File: src/rtl/Types.sv
// Shared scalar types for the writeback path.
package Types;
   typedef logic [31:0] uint32_t;
   typedef logic [4:0]  reg_index_t;
   localparam int unsigned NUM_WB_REQ = 3;
endpackage

File: src/rtl/writeback_arbiter_pkg.sv
// Local types and helpers for the writeback arbiter.
package writeback_arbiter_pkg;
   typedef struct packed {
      logic             w;
      Types::reg_index_t idx;
      Types::uint32_t    data;
   } wb_write_t;

   // Register 0 is hardwired, so it never maps to a scoreboard bit.
   function automatic logic [31:0] reg_onehot(input Types::reg_index_t idx);
      return (idx == '0) ? '0 : (32'd1 << idx);
   endfunction
endpackage

File: src/rtl/writeback_arbiter_if.sv
// Requester-side writeback handshake bundle.
interface writeback_arbiter_if #(
   parameter int unsigned NUM_REQ = Types::NUM_WB_REQ
);
   logic [NUM_REQ-1:0]              req_valid;
   logic [NUM_REQ-1:0]              req_ready;
   Types::reg_index_t [NUM_REQ-1:0] req_rd_index;
   Types::uint32_t    [NUM_REQ-1:0] req_data;

   modport master (output req_valid, req_rd_index, req_data, input req_ready);
   modport slave  (input req_valid, req_rd_index, req_data, output req_ready);
endinterface

File: src/rtl/rr_arbiter.sv
// Combinational round-robin selector; search begins one past the pointer.
module rr_arbiter #(
   parameter int unsigned N = 3,
   parameter int unsigned W = (N > 1) ? $clog2(N) : 1
) (
   input  logic [N-1:0] req,
   input  logic [W-1:0] pointer,
   output logic [N-1:0] grant,
   output logic [W-1:0] grant_idx
);
   logic [W-1:0] jj;

   always_comb begin
      grant     = '0;
      grant_idx = '0;
      jj        = '0;
      for (int unsigned k = 1; k <= N; k++) begin
         jj = W'((32'(pointer) + k) % N);
         if ((grant == '0) && req[jj]) begin
            grant[jj] = 1'b1;
            grant_idx = jj;
         end
      end
   end
endmodule

File: src/rtl/writeback_arbiter.sv
// Round-robin writeback arbiter with registered register-file port and
// a pending-write scoreboard for source-operand hazard checks.
module writeback_arbiter
   import writeback_arbiter_pkg::*;
#(
   parameter int unsigned NUM_REQ = Types::NUM_WB_REQ
) (
   input  logic                 clk,
   input  logic                 rst,
   writeback_arbiter_if.slave   wb,
   input  logic                 issue_valid,
   input  Types::reg_index_t    issue_rd_index,
   input  logic                 flush,
   input  Types::reg_index_t    rs1_index,
   input  Types::reg_index_t    rs2_index,
   output logic                 rs1_busy,
   output logic                 rs2_busy,
   output Types::reg_index_t    rd_index,
   output Types::uint32_t       rd_in,
   output logic                 rd_w,
   output logic [31:0]          pending
);
   localparam int unsigned PW = (NUM_REQ > 1) ? $clog2(NUM_REQ) : 1;

   logic [PW-1:0]      last_grant_q, last_grant_d;
   logic [NUM_REQ-1:0] grant;
   logic [PW-1:0]      grant_idx;
   logic               grant_any;
   Types::reg_index_t  win_idx;
   Types::uint32_t     win_data;
   wb_write_t          out_q, out_d;
   logic [31:0]        pending_q, pending_d;

   rr_arbiter #(.N(NUM_REQ), .W(PW)) u_rr (
      .req       (wb.req_valid),
      .pointer   (last_grant_q),
      .grant     (grant),
      .grant_idx (grant_idx)
   );

   assign wb.req_ready = rst ? '0 : grant;
   assign grant_any    = |grant;
   assign win_idx      = wb.req_rd_index[grant_idx];
   assign win_data     = wb.req_data[grant_idx];

   always_comb begin
      last_grant_d = grant_any ? grant_idx : last_grant_q;
      out_d        = out_q;
      out_d.w      = 1'b0;
      if (grant_any) begin
         out_d = '{w: (win_idx != '0), idx: win_idx, data: win_data};
      end
      // Clear first so a same-cycle issue re-marks the register; flush beats both.
      pending_d = pending_q;
      if (grant_any)   pending_d = pending_d & ~reg_onehot(win_idx);
      if (issue_valid) pending_d = pending_d | reg_onehot(issue_rd_index);
      if (flush)       pending_d = '0;
   end

   always_ff @(posedge clk or posedge rst) begin
      if (rst) begin
         last_grant_q <= PW'(NUM_REQ - 1);
         out_q        <= '0;
         pending_q    <= '0;
      end else begin
         last_grant_q <= last_grant_d;
         out_q        <= out_d;
         pending_q    <= pending_d;
      end
   end

   assign rd_w     = out_q.w;
   assign rd_index = out_q.idx;
   assign rd_in    = out_q.data;
   assign pending  = pending_q;
   assign rs1_busy = (rs1_index != '0) && pending_q[rs1_index];
   assign rs2_busy = (rs2_index != '0) && pending_q[rs2_index];
endmodule
File: src/flat_wrapper.sv
// flat-port wrapper written by rule: the top's interface ports become plain ports
module writeback_arbiter_flat import writeback_arbiter_pkg::*;
#(
   parameter int unsigned NUM_REQ = Types::NUM_WB_REQ
)
  (clk, rst, issue_valid, issue_rd_index, flush, rs1_index, rs2_index, rs1_busy, rs2_busy, rd_index, rd_in, rd_w, pending, wb_req_valid, wb_req_rd_index, wb_req_data, wb_req_ready);
  writeback_arbiter_if #(.NUM_REQ(NUM_REQ)) wb_i ();
  input  logic clk;
  input  logic rst;
  input  logic issue_valid;
  input  Types::reg_index_t issue_rd_index;
  input  logic flush;
  input  Types::reg_index_t rs1_index;
  input  Types::reg_index_t rs2_index;
  output logic rs1_busy;
  output logic rs2_busy;
  output Types::reg_index_t rd_index;
  output Types::uint32_t rd_in;
  output logic rd_w;
  output logic [31:0] pending;
  input wire logic [$bits(wb_i.req_valid)-1:0] wb_req_valid;
  input wire logic [$bits(wb_i.req_rd_index)-1:0] wb_req_rd_index;
  input wire logic [$bits(wb_i.req_data)-1:0] wb_req_data;
  output wire logic [$bits(wb_i.req_ready)-1:0] wb_req_ready;
  assign wb_i.req_valid = wb_req_valid;
  assign wb_i.req_rd_index = wb_req_rd_index;
  assign wb_i.req_data = wb_req_data;
  assign wb_req_ready = wb_i.req_ready;
  writeback_arbiter #(.NUM_REQ(NUM_REQ)) u_core (.clk(clk), .rst(rst), .wb(wb_i), .issue_valid(issue_valid), .issue_rd_index(issue_rd_index), .flush(flush), .rs1_index(rs1_index), .rs2_index(rs2_index), .rs1_busy(rs1_busy), .rs2_busy(rs2_busy), .rd_index(rd_index), .rd_in(rd_in), .rd_w(rd_w), .pending(pending));
endmodule
File: config.mk
export PLATFORM = sky130hd
export DESIGN_NAME = writeback_arbiter_flat
export DESIGN_NICKNAME = d
export VERILOG_FILES = /design/src/rtl/Types.sv /design/src/rtl/writeback_arbiter_pkg.sv /design/src/rtl/writeback_arbiter_if.sv /design/src/rtl/rr_arbiter.sv /design/src/rtl/writeback_arbiter.sv /design/src/flat_wrapper.sv
export SDC_FILE = /design/constraint.sdc
export NUM_CORES = 1
export LEC_CHECK = 0
export ABC_AREA = 0
export CAP_MARGIN = 20
export CORE_MARGIN = 3
export CORE_UTILIZATION = 47
export DETAILED_ROUTE_END_ITERATION = 8
export PLACE_DENSITY = 0.87
export REMOVE_ABC_BUFFERS = 1
export SLEW_MARGIN = 30
export SYNTH_ARGS = -nofsm -noshare
export SYNTH_HDL_FRONTEND = slang
export SYNTH_HIERARCHICAL = 1
export SYNTH_SLANG_ARGS = --single-unit
File: constraint.sdc
create_clock -name clk -period 6.4 [get_ports clk]
set_input_delay 1.28 -clock clk [delete_from_list [all_inputs] [get_ports clk]]
set_output_delay 1.28 -clock clk [all_outputs]
set_load 0.02 [all_outputs]
# Yosys cells after proc, flatten, opt, wreduce, memory -nomap -nowiden

Index checks and enable logic that the tools add are counted.

$add $sub $neg: 3
Multipliers: 0
Div/mod/pow operators: 3
Order comparisons: 9
Equal/unequal tests: 0
Shift-type cells: 2
Multiplexer cells: 33
Bitwise logic cells: 5
Reduce and logical (&&, ||, !) cells: 15

Operators by type and width:

| kind                    | count |
|---|---|
| $mux W32                | 6 |
| $mod A32 B2 Y32 const B | 3 |
| $bmux W32 S2            | 1 |
| $shl A1 B5 Y32 const A  | 2 |
| $mux W38                | 1 |
| $and A32 B32 Y32        | 1 |
| $not A32 Y32            | 1 |
| $or A32 B32 Y32         | 1 |
| $reduce_bool A5 Y1      | 3 |
| $lt A2 B3 Y1 const B    | 4 |
| $lt A5 B6 Y1 const B    | 2 |
| $mux W3                 | 4 |
| $bmux W1 S5             | 2 |
| $bmux W5 S2             | 1 |
| $logic_not A5 Y1        | 2 |
| $mux W1                 | 8 |
| $logic_and A1 B1 Y1     | 7 |
| $add A2 B2 Y3 const B   | 2 |
| $bmux W1 S2             | 3 |
| $demux W1 S2            | 3 |
| $ge A2 B1 Y1 const B    | 3 |
| $logic_not A3 Y1        | 2 |
| $mux W2                 | 3 |
| $or A3 B3 Y3            | 2 |
| 3 further kinds         | 3 |

Register bits after elaboration: 72
Bits in latches: 0
RAM bits: 0
Memory bits (read-only): 0
Input port bits: 133
Output and inout port bits: 75
Memories kept: 0

# Logic depth before layout (Yosys ltp)

Gate-level depths: netlist (run 1).

Depth after elaboration: 23
Depth in mapped cells: 14

# Modules after synthesis

Netlist (run 1), hierarchy kept.

By module, submodules not included:

| module            | times used | cells each | area each (µm²) | seq. area each (µm²) |
|---|---|---|---|---|
| writeback_arbiter | 1          | 515        | 4,546.9         | 1,803.0 |
| rr_arbiter        | 1          | 50         | 361.6           | 0.0 |

# Least setup slack after synthesis (run 1)

No wires, ideal clock.

Kind: input-to-output
From: in wb_req_valid[2]
To: out wb_req_ready[0]
Data arrival time: 2.554 ns
Data required time: 5.120 ns
Path slack: 2.566 ns
Stages: 6
Path through: buf_4 nand3b_1 a211o_1 a32o_1 o211ai_2 nor2b_1

Word-level cells in the longest chain between the ends: 10
Elaborated cells between the ends (all ways): 16
Classes of those cells: 10 x mux; 2 x bitwise; 4 x reduce/logical

Ends and longest elaborated chain:

| item                          | line                    | RTL |
|---|---|---|
| from (decl)                   | flat_wrapper.sv:21      | `input wire logic [$bits(wb_i.req_valid)-1:0] wb_req_valid;` |
| $bmux W1 S2                   | rr_arbiter.sv:19        | `if ((grant == '0) && req[jj]) begin` |
| $mux W1 (implied by the code) | rr_arbiter.sv:19        |  |
| $mux W3                       | rr_arbiter.sv:19        |  |
| $logic_not A3 Y1              | rr_arbiter.sv:19        |  |
| $logic_and A1 B1 Y1           | rr_arbiter.sv:19        |  |
| $mux W3                       | rr_arbiter.sv:19        |  |
| $logic_not A3 Y1              | rr_arbiter.sv:19        |  |
| $logic_and A1 B1 Y1           | rr_arbiter.sv:19        |  |
| $mux W3 *                     | rr_arbiter.sv:19        |  |
| named net u_core.grant[0]     | writeback_arbiter.sv:26 | `logic [NUM_REQ-1:0] grant;` |
| $mux W3 *                     | writeback_arbiter.sv:41 | `assign wb.req_ready = rst ? '0 : grant;` |
| to (decl)                     | flat_wrapper.sv:24      | `output wire logic [$bits(wb_i.req_ready)-1:0] wb_req_ready;` |

Mark *: on every way through the listed nets, which the timed path passes. The rest lies on a longest branch. The select of a mux whose other input is x is not followed.

# Worst setup path after layout (run 1)

From: in wb_req_valid[2]
To: out wb_req_ready[1]

Same word-level chain as after synthesis.

==> results of run 1 <==
sequential cells by signal (all words and copies together), names as in the netlist:
signal,cells
u_core/rd_in,32
u_core/pending,32
u_core/rd_w,1
u_core/rd_index,5
u_core/last_grant_q,2
final timing paths:
check,startpoint,end,cells past startpoint
max in group asynchronous,rst,u_core/pending[31]$_DFF_PP0_,3
setup reg to reg,u_core/last_grant_q[0]$_DFFE_PP0N_,u_core/pending[13]$_DFF_PP0_,10
hold / removal,u_core/rd_index[3]$_DFFE_PP0N_,u_core/rd_index[3]$_DFFE_PP0N_,1
min in group asynchronous,rst,u_core/rd_in[26]$_DFFE_PP0N_,3
hold reg to reg,u_core/rd_index[3]$_DFFE_PP0N_,u_core/rd_index[3]$_DFFE_PP0N_,1
setup / recovery,wb_req_valid[2],wb_req_ready[1],7
stage by stage:
stage          total power, mW  setup slack [ps]  cell area [sq um]  utilization, %  hold slack (ps)
2_1_floorplan             2.05               531               4690               -              453
3_5_place_dp              2.80              1500               6980            70.2              483
3_3_place_gp              2.73              1520               6980            70.1              467
4_1_cts                   3.21              1480               7200            72.4              500
6_report                  3.22              1480               7210            72.4              496
5_1_grt                   3.44              1360               7210            72.4              525
worst max-delay path: stages:
cell and delay (ps):
clkdlybuf4s50_1 650, nand3b_1 120, a211o_1 310, a32o_1 270, o21bai_1 230, nor2b_1 160, clkdlybuf4s50_1 610
per-layer routing:
metal | routed length, um | part of all wire (%) | vias up | global-route usage, %
li1 | - | - | 2401 | -
met1 | 5800 | 35 | 2423 | 31.8
met2 | 8290 | 50 | 321 | 47.7
met3 | 2020 | 12 | 46 | 9.85
met4 | 541 | 3.2 | 0 | 11.2
met5 | 0 | 0 | - | 0
placed cells by master (no fill, tap or decap), types with 3 or more instances in the layout:
master	netlist	final
mux2i_1	46	46
mux4_2	10	10
o2bb2ai_1	3	3
mux2_2	4	4
nor3_2	3	4
nand2_1	15	15
clkdlybuf4s50_1	0	206
nor4_1	8	8
nor3_1	33	32
a211oi_1	31	31
nor2b_1	7	6
a21oi_1	74	74
nor2_1	130	130
nand2b_1	7	7
nand3b_1	11	11
a31oi_1	3	3
nand3_1	6	6
ha_1	4	4
o211ai_1	9	9
or3b_1	3	3
clkbuf_8	0	9
dfrtp_1	71	71
o21a_1	4	4
clkinv_4	0	3
inv_1	5	4
nand4_1	3	3
buf_4	4	4
kinds of logic (layout without fill, tap and decap cells):
family                     count (synthesis)  in the layout  share of synthesized area (%)
adders and majority gates                  4              4                           1.02
AOI/OAI and AO/OA                        142            142                           19.2
DFF                                       72             72                           36.7
buffers and inverters                     50            234                           4.87
muxes                                     61             61                           15.3
and+or+nand+nor                          236            236                           22.9
cell type report:
type                       instances  area, sq um  area share [%]
clock buffer                       9          124            1.72
clock inverter                     7         96.3            1.34
inverter                           5         18.8           0.260
multi-input combinational        443         2890            40.0
sequential                        72         1800            25.0
tap                              133          166            2.31
timing repair buffer             213         2110            29.3
power by group through the flow:
| stage | Clock [mW] | Combinational [mW] | Sequential, mW |
|---|---|---|---|
| floorplan | 0 | 1.20 | 0.848 |
| global placement | 0 | 2.03 | 0.693 |
| detailed placement | 0 | 2.10 | 0.699 |
| CTS | 0.406 | 2.11 | 0.695 |
| global route | 0.425 | 2.30 | 0.713 |
| finish | 0.400 | 2.12 | 0.696 |
==> impl_metrics.xml, run 1 <==
<?xml version="1.0" encoding="UTF-8"?>
<metrics>
  <group name="grt">
    <metric name="antenna_found_initial" unit="">0</metric>
    <metric name="grt.overflow.total" unit="">0</metric>
    <metric name="maximum_number_of_pins_on_one_net_before_global_route_repair" unit="">75</metric>
    <metric name="grt_use_total" unit="%">27.9</metric>
    <metric name="first_pass_grt_wire_length" unit="mm">25.8</metric>
    <metric name="grt_pass1_vias" unit="">5134</metric>
  </group>
  <group name="die">
    <metric name="die_height" unit="um">108</metric>
    <metric name="placement_rows" unit="">36</metric>
    <metric name="die_w" unit="um">108</metric>
    <metric name="die-area" unit="sq um">11700</metric>
    <metric name="io_pins" unit="">208</metric>
    <metric name="floorplan.initialDensity" unit="%">49.3</metric>
    <metric name="placeableCoreArea" unit="sq um">9950</metric>
  </group>
  <group name="finish">
    <metric name="layout-drive-gt1-share" unit="%">7.74</metric>
    <metric name="layout-area-overhead-vs-synth" unit="%">46.9</metric>
    <metric name="final_nets" unit="">881</metric>
    <metric name="antenna_cells_inserted" unit="">0</metric>
    <metric name="stdcell_count" unit="">882</metric>
    <metric name="final.fill_count" unit="">764</metric>
  </group>
  <group name="placement">
    <metric name="port_buffers" unit="">207</metric>
    <metric name="finalWeightedCongestion" unit="">0.932</metric>
    <metric name="post-dp-hpwl" unit="mm">12.7</metric>
    <metric name="number_of_cells_after_detailed_placement" unit="">866</metric>
  </group>
  <group name="yosys">
    <metric name="synthTopCellsByArea" unit="">dfrtp_1, nor2_1, mux2i_1</metric>
    <metric name="netlist-cell-type-count" unit="">53</metric>
    <metric name="ys_seq_elements" unit="">72</metric>
    <metric name="synth.most_common_cell" unit="">nor2_1</metric>
    <metric name="synth_top_flop_cell" unit="">dfrtp_1</metric>
    <metric name="asyncSetResetFlopFracSynth" unit="%">100</metric>
    <metric name="yosys-top-cells-count" unit="">nor2_1, a21oi_1, dfrtp_1</metric>
    <metric name="ys_warn_count" unit="">6</metric>
    <metric name="syn_area_per_cell" unit="sq um">8.69</metric>
    <metric name="number_of_flops_mapped_to_enable_cells_by_yosys" unit="">0</metric>
    <metric name="netlist.top_cell.by_area" unit="">dfrtp_1</metric>
    <metric name="yosys.area.top_type_share" unit="%">36.2</metric>
    <metric name="netlist_instances" unit="">565</metric>
    <metric name="syn_area" unit="sq um">4910</metric>
    <metric name="synth.yosys.seq_area_share" unit="%">36.7</metric>
  </group>
  <group name="sta">
    <metric name="setup_repair_after_global_routing_missed_its_margin" unit="">no</metric>
    <metric name="final_hold_violation_count" unit="">0</metric>
    <metric name="max-slew-margin-rel" unit="%">42.2</metric>
    <metric name="totalNegativeSetupSlack" unit="ps">0</metric>
    <metric name="setup_violations" unit="">0</metric>
    <metric name="worst_slew_pin_slew" unit="ps">864</metric>
    <metric name="final_max_slew_viol_count" unit="">0</metric>
    <metric name="layout_min_cycle_time" unit="ps">4920</metric>
    <metric name="min_period_over_period" unit="%">76.8</metric>
    <metric name="fmaxAchievable" unit="MHz">203</metric>
    <metric name="fin_skew" unit="ps">12.5</metric>
  </group>
  <group name="clock_network">
    <metric name="tritoncts_sinks" unit="">72</metric>
    <metric name="cts.path.max_buffers" unit="">2</metric>
    <metric name="ctsHtreeMaxLevel" unit="">3</metric>
    <metric name="clock_latency" unit="ps">350</metric>
    <metric name="cts_tree" unit="">yes</metric>
    <metric name="cts_hold_repair.buffers" unit="">0</metric>
    <metric name="root_buffer" unit="">clkbuf_8</metric>
    <metric name="clk_pin_slew_worst_paths" unit="ps">80</metric>
    <metric name="numCtsBuffers" unit="">9</metric>
    <metric name="cts_resized" unit="">0</metric>
    <metric name="post-cts-setup-buffers" unit="">0</metric>
  </group>
  <group name="setup_path">
    <metric name="end_kind" unit="">output pin</metric>
    <metric name="worst-r2r-setup-slack" unit="ps">2580</metric>
    <metric name="worst-endpoint-arrival" unit="ps">3640</metric>
    <metric name="critical_path_required" unit="ps">5120</metric>
    <metric name="cp_max_fo" unit="">10</metric>
    <metric name="critPathLaunchType" unit="">primary input</metric>
    <metric name="critPathKind" unit="">primary input to output pin</metric>
  </group>
  <group name="pwr">
    <metric name="clkPwrFrac" unit="%">12.4</metric>
    <metric name="switching_share" unit="%">47.9</metric>
    <metric name="vdd_ir_drop_max" unit="mV">0.307</metric>
    <metric name="power_switching" unit="mW">1.54</metric>
    <metric name="power.leakage" unit="nW">2.75</metric>
    <metric name="power.density" unit="nW/um^2">446</metric>
    <metric name="combPwrFrac" unit="%">65.9</metric>
    <metric name="power_report.internal_total" unit="mW">1.68</metric>
    <metric name="sequential_share_of_power" unit="%">21.6</metric>
  </group>
  <group name="drt">
    <metric name="routed_wire_length_per_instance" unit="um">18.9</metric>
    <metric name="route.detailed.drc" unit="">0</metric>
    <metric name="avgViaCountPerCell" unit="">5.89</metric>
    <metric name="ant_nets" unit="">0</metric>
    <metric name="drt_pass1_iterations" unit="">5</metric>
    <metric name="wl" unit="mm">16.6</metric>
    <metric name="initialDrtViolationCount" unit="">316</metric>
    <metric name="routed-via-count" unit="">5191</metric>
  </group>
  <group name="outcome">
    <metric name="status" unit="">completed</metric>
  </group>
  <group name="min_path">
    <metric name="worstHoldPathType" unit="">flip-flop to flip-flop</metric>
  </group>
  <group name="run">
    <metric name="maxCapViolCount" unit="">0</metric>
  </group>
</metrics>
Power figures use the tool's default switching activity.
==> inputs of run 2 (changes only) <==
- CORE_UTILIZATION: 47 -> 44
- PLACE_DENSITY: 0.87 -> 0.83
- clock period: 6.4 -> 4.61 ns (I/O delays scaled with it)
==> run 2 against run 1 <==
Compared with the run above: clock skew is 1.2 ps lower; worst hold slack better by 2.2 ps; highest routed layer unchanged; non-clock buffer count is 4 higher; critical path type unchanged; sequential power is 38% higher; via count is 1.1% higher; setup slack worse by 1100 ps; first-iteration DRC count is 14% higher.
==> impl_metrics.xml, run 2 (synthesis gave the netlist of run 1 again) <==
<?xml version="1.0" encoding="UTF-8"?>
<metrics>
  <group name="outcome">
    <metric name="status" unit="">completed</metric>
  </group>
  <group name="clock_network">
    <metric name="post-cts-setup-buffers" unit="">0</metric>
    <metric name="cts_tree" unit="">yes</metric>
    <metric name="cts_hold_repair.buffers" unit="">0</metric>
    <metric name="numCtsBuffers" unit="">9</metric>
    <metric name="root_buffer" unit="">clkbuf_8</metric>
    <metric name="ctsHtreeMaxLevel" unit="">3</metric>
    <metric name="clock_latency" unit="ps">340</metric>
    <metric name="cts.path.max_buffers" unit="">2</metric>
    <metric name="cts_resized" unit="">0</metric>
    <metric name="clk_pin_slew_worst_paths" unit="ps">90</metric>
    <metric name="tritoncts_sinks" unit="">72</metric>
  </group>
  <group name="finish">
    <metric name="final.fill_count" unit="">867</metric>
    <metric name="mostFrequentLayoutCells" unit="">clkdlybuf4s50_1, nor2_1, a21oi_1</metric>
    <metric name="layout-area-overhead-vs-synth" unit="%">47.2</metric>
    <metric name="final_nets" unit="">885</metric>
    <metric name="layout-drive-gt1-share" unit="%">8.23</metric>
    <metric name="mostFrequentLayoutCell" unit="">clkdlybuf4s50_1</metric>
    <metric name="antenna_cells_inserted" unit="">0</metric>
  </group>
  <group name="grt">
    <metric name="grt.overflow.total" unit="">0</metric>
    <metric name="grt_pass1_vias" unit="">5174</metric>
    <metric name="first_pass_grt_wire_length" unit="mm">26.9</metric>
    <metric name="grt_util_met1" unit="%">30.0</metric>
    <metric name="globalRoute.busiestLayer" unit="">met2</metric>
    <metric name="grt_util_met2" unit="%">45.4</metric>
    <metric name="grt_use_total" unit="%">26.4</metric>
    <metric name="antenna_found_initial" unit="">0</metric>
    <metric name="gr-usage-met3" unit="%">10.2</metric>
    <metric name="maximum_number_of_pins_on_one_net_before_global_route_repair" unit="">72</metric>
  </group>
  <group name="sta">
    <metric name="worst_slew_pin_slew" unit="ps">783</metric>
    <metric name="fin_skew" unit="ps">11.3</metric>
    <metric name="min_period_over_period" unit="%">91.8</metric>
    <metric name="final_max_slew_viol_count" unit="">0</metric>
    <metric name="max-slew-margin-rel" unit="%">47.5</metric>
    <metric name="setup_violations" unit="">0</metric>
    <metric name="holdWs" unit="ps">498</metric>
    <metric name="layout_min_cycle_time" unit="ps">4230</metric>
    <metric name="final_hold_violation_count" unit="">0</metric>
    <metric name="fmaxAchievable" unit="MHz">236</metric>
    <metric name="setup_repair_after_global_routing_missed_its_margin" unit="">no</metric>
  </group>
  <group name="drt">
    <metric name="routed-via-count" unit="">5247</metric>
    <metric name="routed_wire_length_per_instance" unit="um">19.3</metric>
    <metric name="initialDrtViolationCount" unit="">360</metric>
    <metric name="wl" unit="mm">17.1</metric>
    <metric name="drt_pass1_iterations" unit="">8</metric>
    <metric name="ant_nets" unit="">0</metric>
    <metric name="route.detailed.drc" unit="">0</metric>
    <metric name="avgViaCountPerCell" unit="">5.90</metric>
  </group>
  <group name="min_path">
    <metric name="holdCritStartpoint" unit="">u_core/last_grant_q[1]$_DFFE_PP1N_</metric>
    <metric name="worstHoldPathType" unit="">flip-flop to flip-flop</metric>
  </group>
  <group name="setup_path">
    <metric name="critical_path_required" unit="ps">3690</metric>
    <metric name="crit_path_cell_trace" unit="">clkdlybuf4s50_1 -&gt; mux4_2 -&gt; mux2_2 -&gt; nand3b_1 -&gt; nand4_1 -&gt; clkdlybuf4s50_1</metric>
    <metric name="rr_startpoint" unit="">u_core/last_grant_q[0]$_DFFE_PP0N_</metric>
    <metric name="worst-endpoint-arrival" unit="ps">3310</metric>
    <metric name="critical_path.most_common_cell" unit="">clkdlybuf4s50_1</metric>
    <metric name="end_kind" unit="">output pin</metric>
    <metric name="critPathLaunchType" unit="">primary input</metric>
    <metric name="timing.critical_path.slowest_stage_cell" unit="">clkdlybuf4s50_1</metric>
    <metric name="critical_path.n_buffers_inverters" unit="">2</metric>
    <metric name="cp_max_fo" unit="">10</metric>
    <metric name="critPathLaunch" unit="">rs1_index[0]</metric>
    <metric name="critical-path-max-stage-delay" unit="ps">790</metric>
    <metric name="critPathKind" unit="">primary input to output pin</metric>
    <metric name="cp_top_family" unit="">buffers and inverters</metric>
  </group>
  <group name="pwr">
    <metric name="vdd_ir_drop_max" unit="mV">0.438</metric>
    <metric name="finalPower" unit="mW">4.47</metric>
    <metric name="switching_share" unit="%">48.2</metric>
    <metric name="power.density" unit="nW/um^2">619</metric>
    <metric name="clkPwrFrac" unit="%">11.7</metric>
    <metric name="power.leakage" unit="nW">2.76</metric>
    <metric name="power_report.internal_total" unit="mW">2.32</metric>
    <metric name="sequential_share_of_power" unit="%">21.5</metric>
    <metric name="power_switching" unit="mW">2.16</metric>
    <metric name="combPwrFrac" unit="%">66.8</metric>
  </group>
  <group name="die">
    <metric name="io_pins" unit="">208</metric>
    <metric name="die-area" unit="sq um">12500</metric>
    <metric name="floorplan.initialDensity" unit="%">46.3</metric>
    <metric name="placement_rows" unit="">37</metric>
    <metric name="placeableCoreArea" unit="sq um">10600</metric>
    <metric name="die_height" unit="um">112</metric>
    <metric name="die_w" unit="um">112</metric>
  </group>
  <group name="placement">
    <metric name="post-dp-hpwl" unit="mm">13.0</metric>
    <metric name="port_buffers" unit="">207</metric>
    <metric name="finalWeightedCongestion" unit="">0.914</metric>
  </group>
  <group name="run">
    <metric name="maxCapViolCount" unit="">0</metric>
  </group>
</metrics>
run 2: cell types whose count changed in the layout (fill, tap and decap cells not counted), sizes merged:
cell      before  now
bufinv         2    1
clkinv         5    4
buf            7    9
clkbuf         9   12
clkinvlp       0    1
run 2: cell type report:
class / instances / area, sq um / area share (%)
Inverter: 5 / 21.3 / 0.294
Clock inverter: 6 / 68.8 / 0.952
Sequential cell: 72 / 1800 / 24.9
Timing Repair Buffer: 217 / 2140 / 29.6
Clock buffer: 10 / 138 / 1.90
Tap cell: 136 / 170 / 2.35
Multi-Input combinational cell: 443 / 2890 / 39.9
run 2: worst paths after layout:
check,end,slack [ps],depth (start not counted)
worst max-delay path,rs1_busy,380,6
worst min-delay path,u_core/last_grant_q[1]$_DFFE_PP1N_,500,2
worst max register to register,u_core/pending[13]$_DFF_PP0_,990,10
worst min register to register,u_core/last_grant_q[1]$_DFFE_PP1N_,500,2
max in group asynchronous,u_core/pending[17]$_DFF_PP0_,2750,3
min in group asynchronous,u_core/last_grant_q[0]$_DFFE_PP0N_,1100,2
run 2: worst min-delay path, cell delays in order (launching register included):
cell	delay, ps
dfstp_2	390
nand2_1	60
nand2_1	50
run 2: routing by layer:
metal	vias up	share of wire, %
met1	2518	36
met5	-	0
met4	0	2.8
met3	35	11
met2	276	50
li1	2418	-
run 2: metrics by stage:
| stage | setup TNS [ps] | setup slack, ps | instance area [sq um] | utilization, % | std cells |
|---|---|---|---|---|---|
| floorplan | -41520 | -901 | 4690 | - | 520 |
| global placement | 0 | 437 | 7010 | 66.1 | 871 |
| detailed placement | 0 | 391 | 7010 | 66.1 | 871 |
| CTS | 0 | 397 | 7210 | 68.1 | 887 |
| global route | 0 | 304 | 7230 | 68.2 | 889 |
| finish | 0 | 380 | 7230 | 68.2 | 889 |
run 2: power by group through the flow:
stage,combinational [mW],sequential (mW),clock [mW]
3_3_place_gp,2.84,0.965,0
4_1_cts,2.95,0.964,0.527
6_report,2.99,0.962,0.522
2_1_floorplan,1.67,1.18,0
5_1_grt,3.25,0.988,0.556
3_5_place_dp,2.93,0.971,0
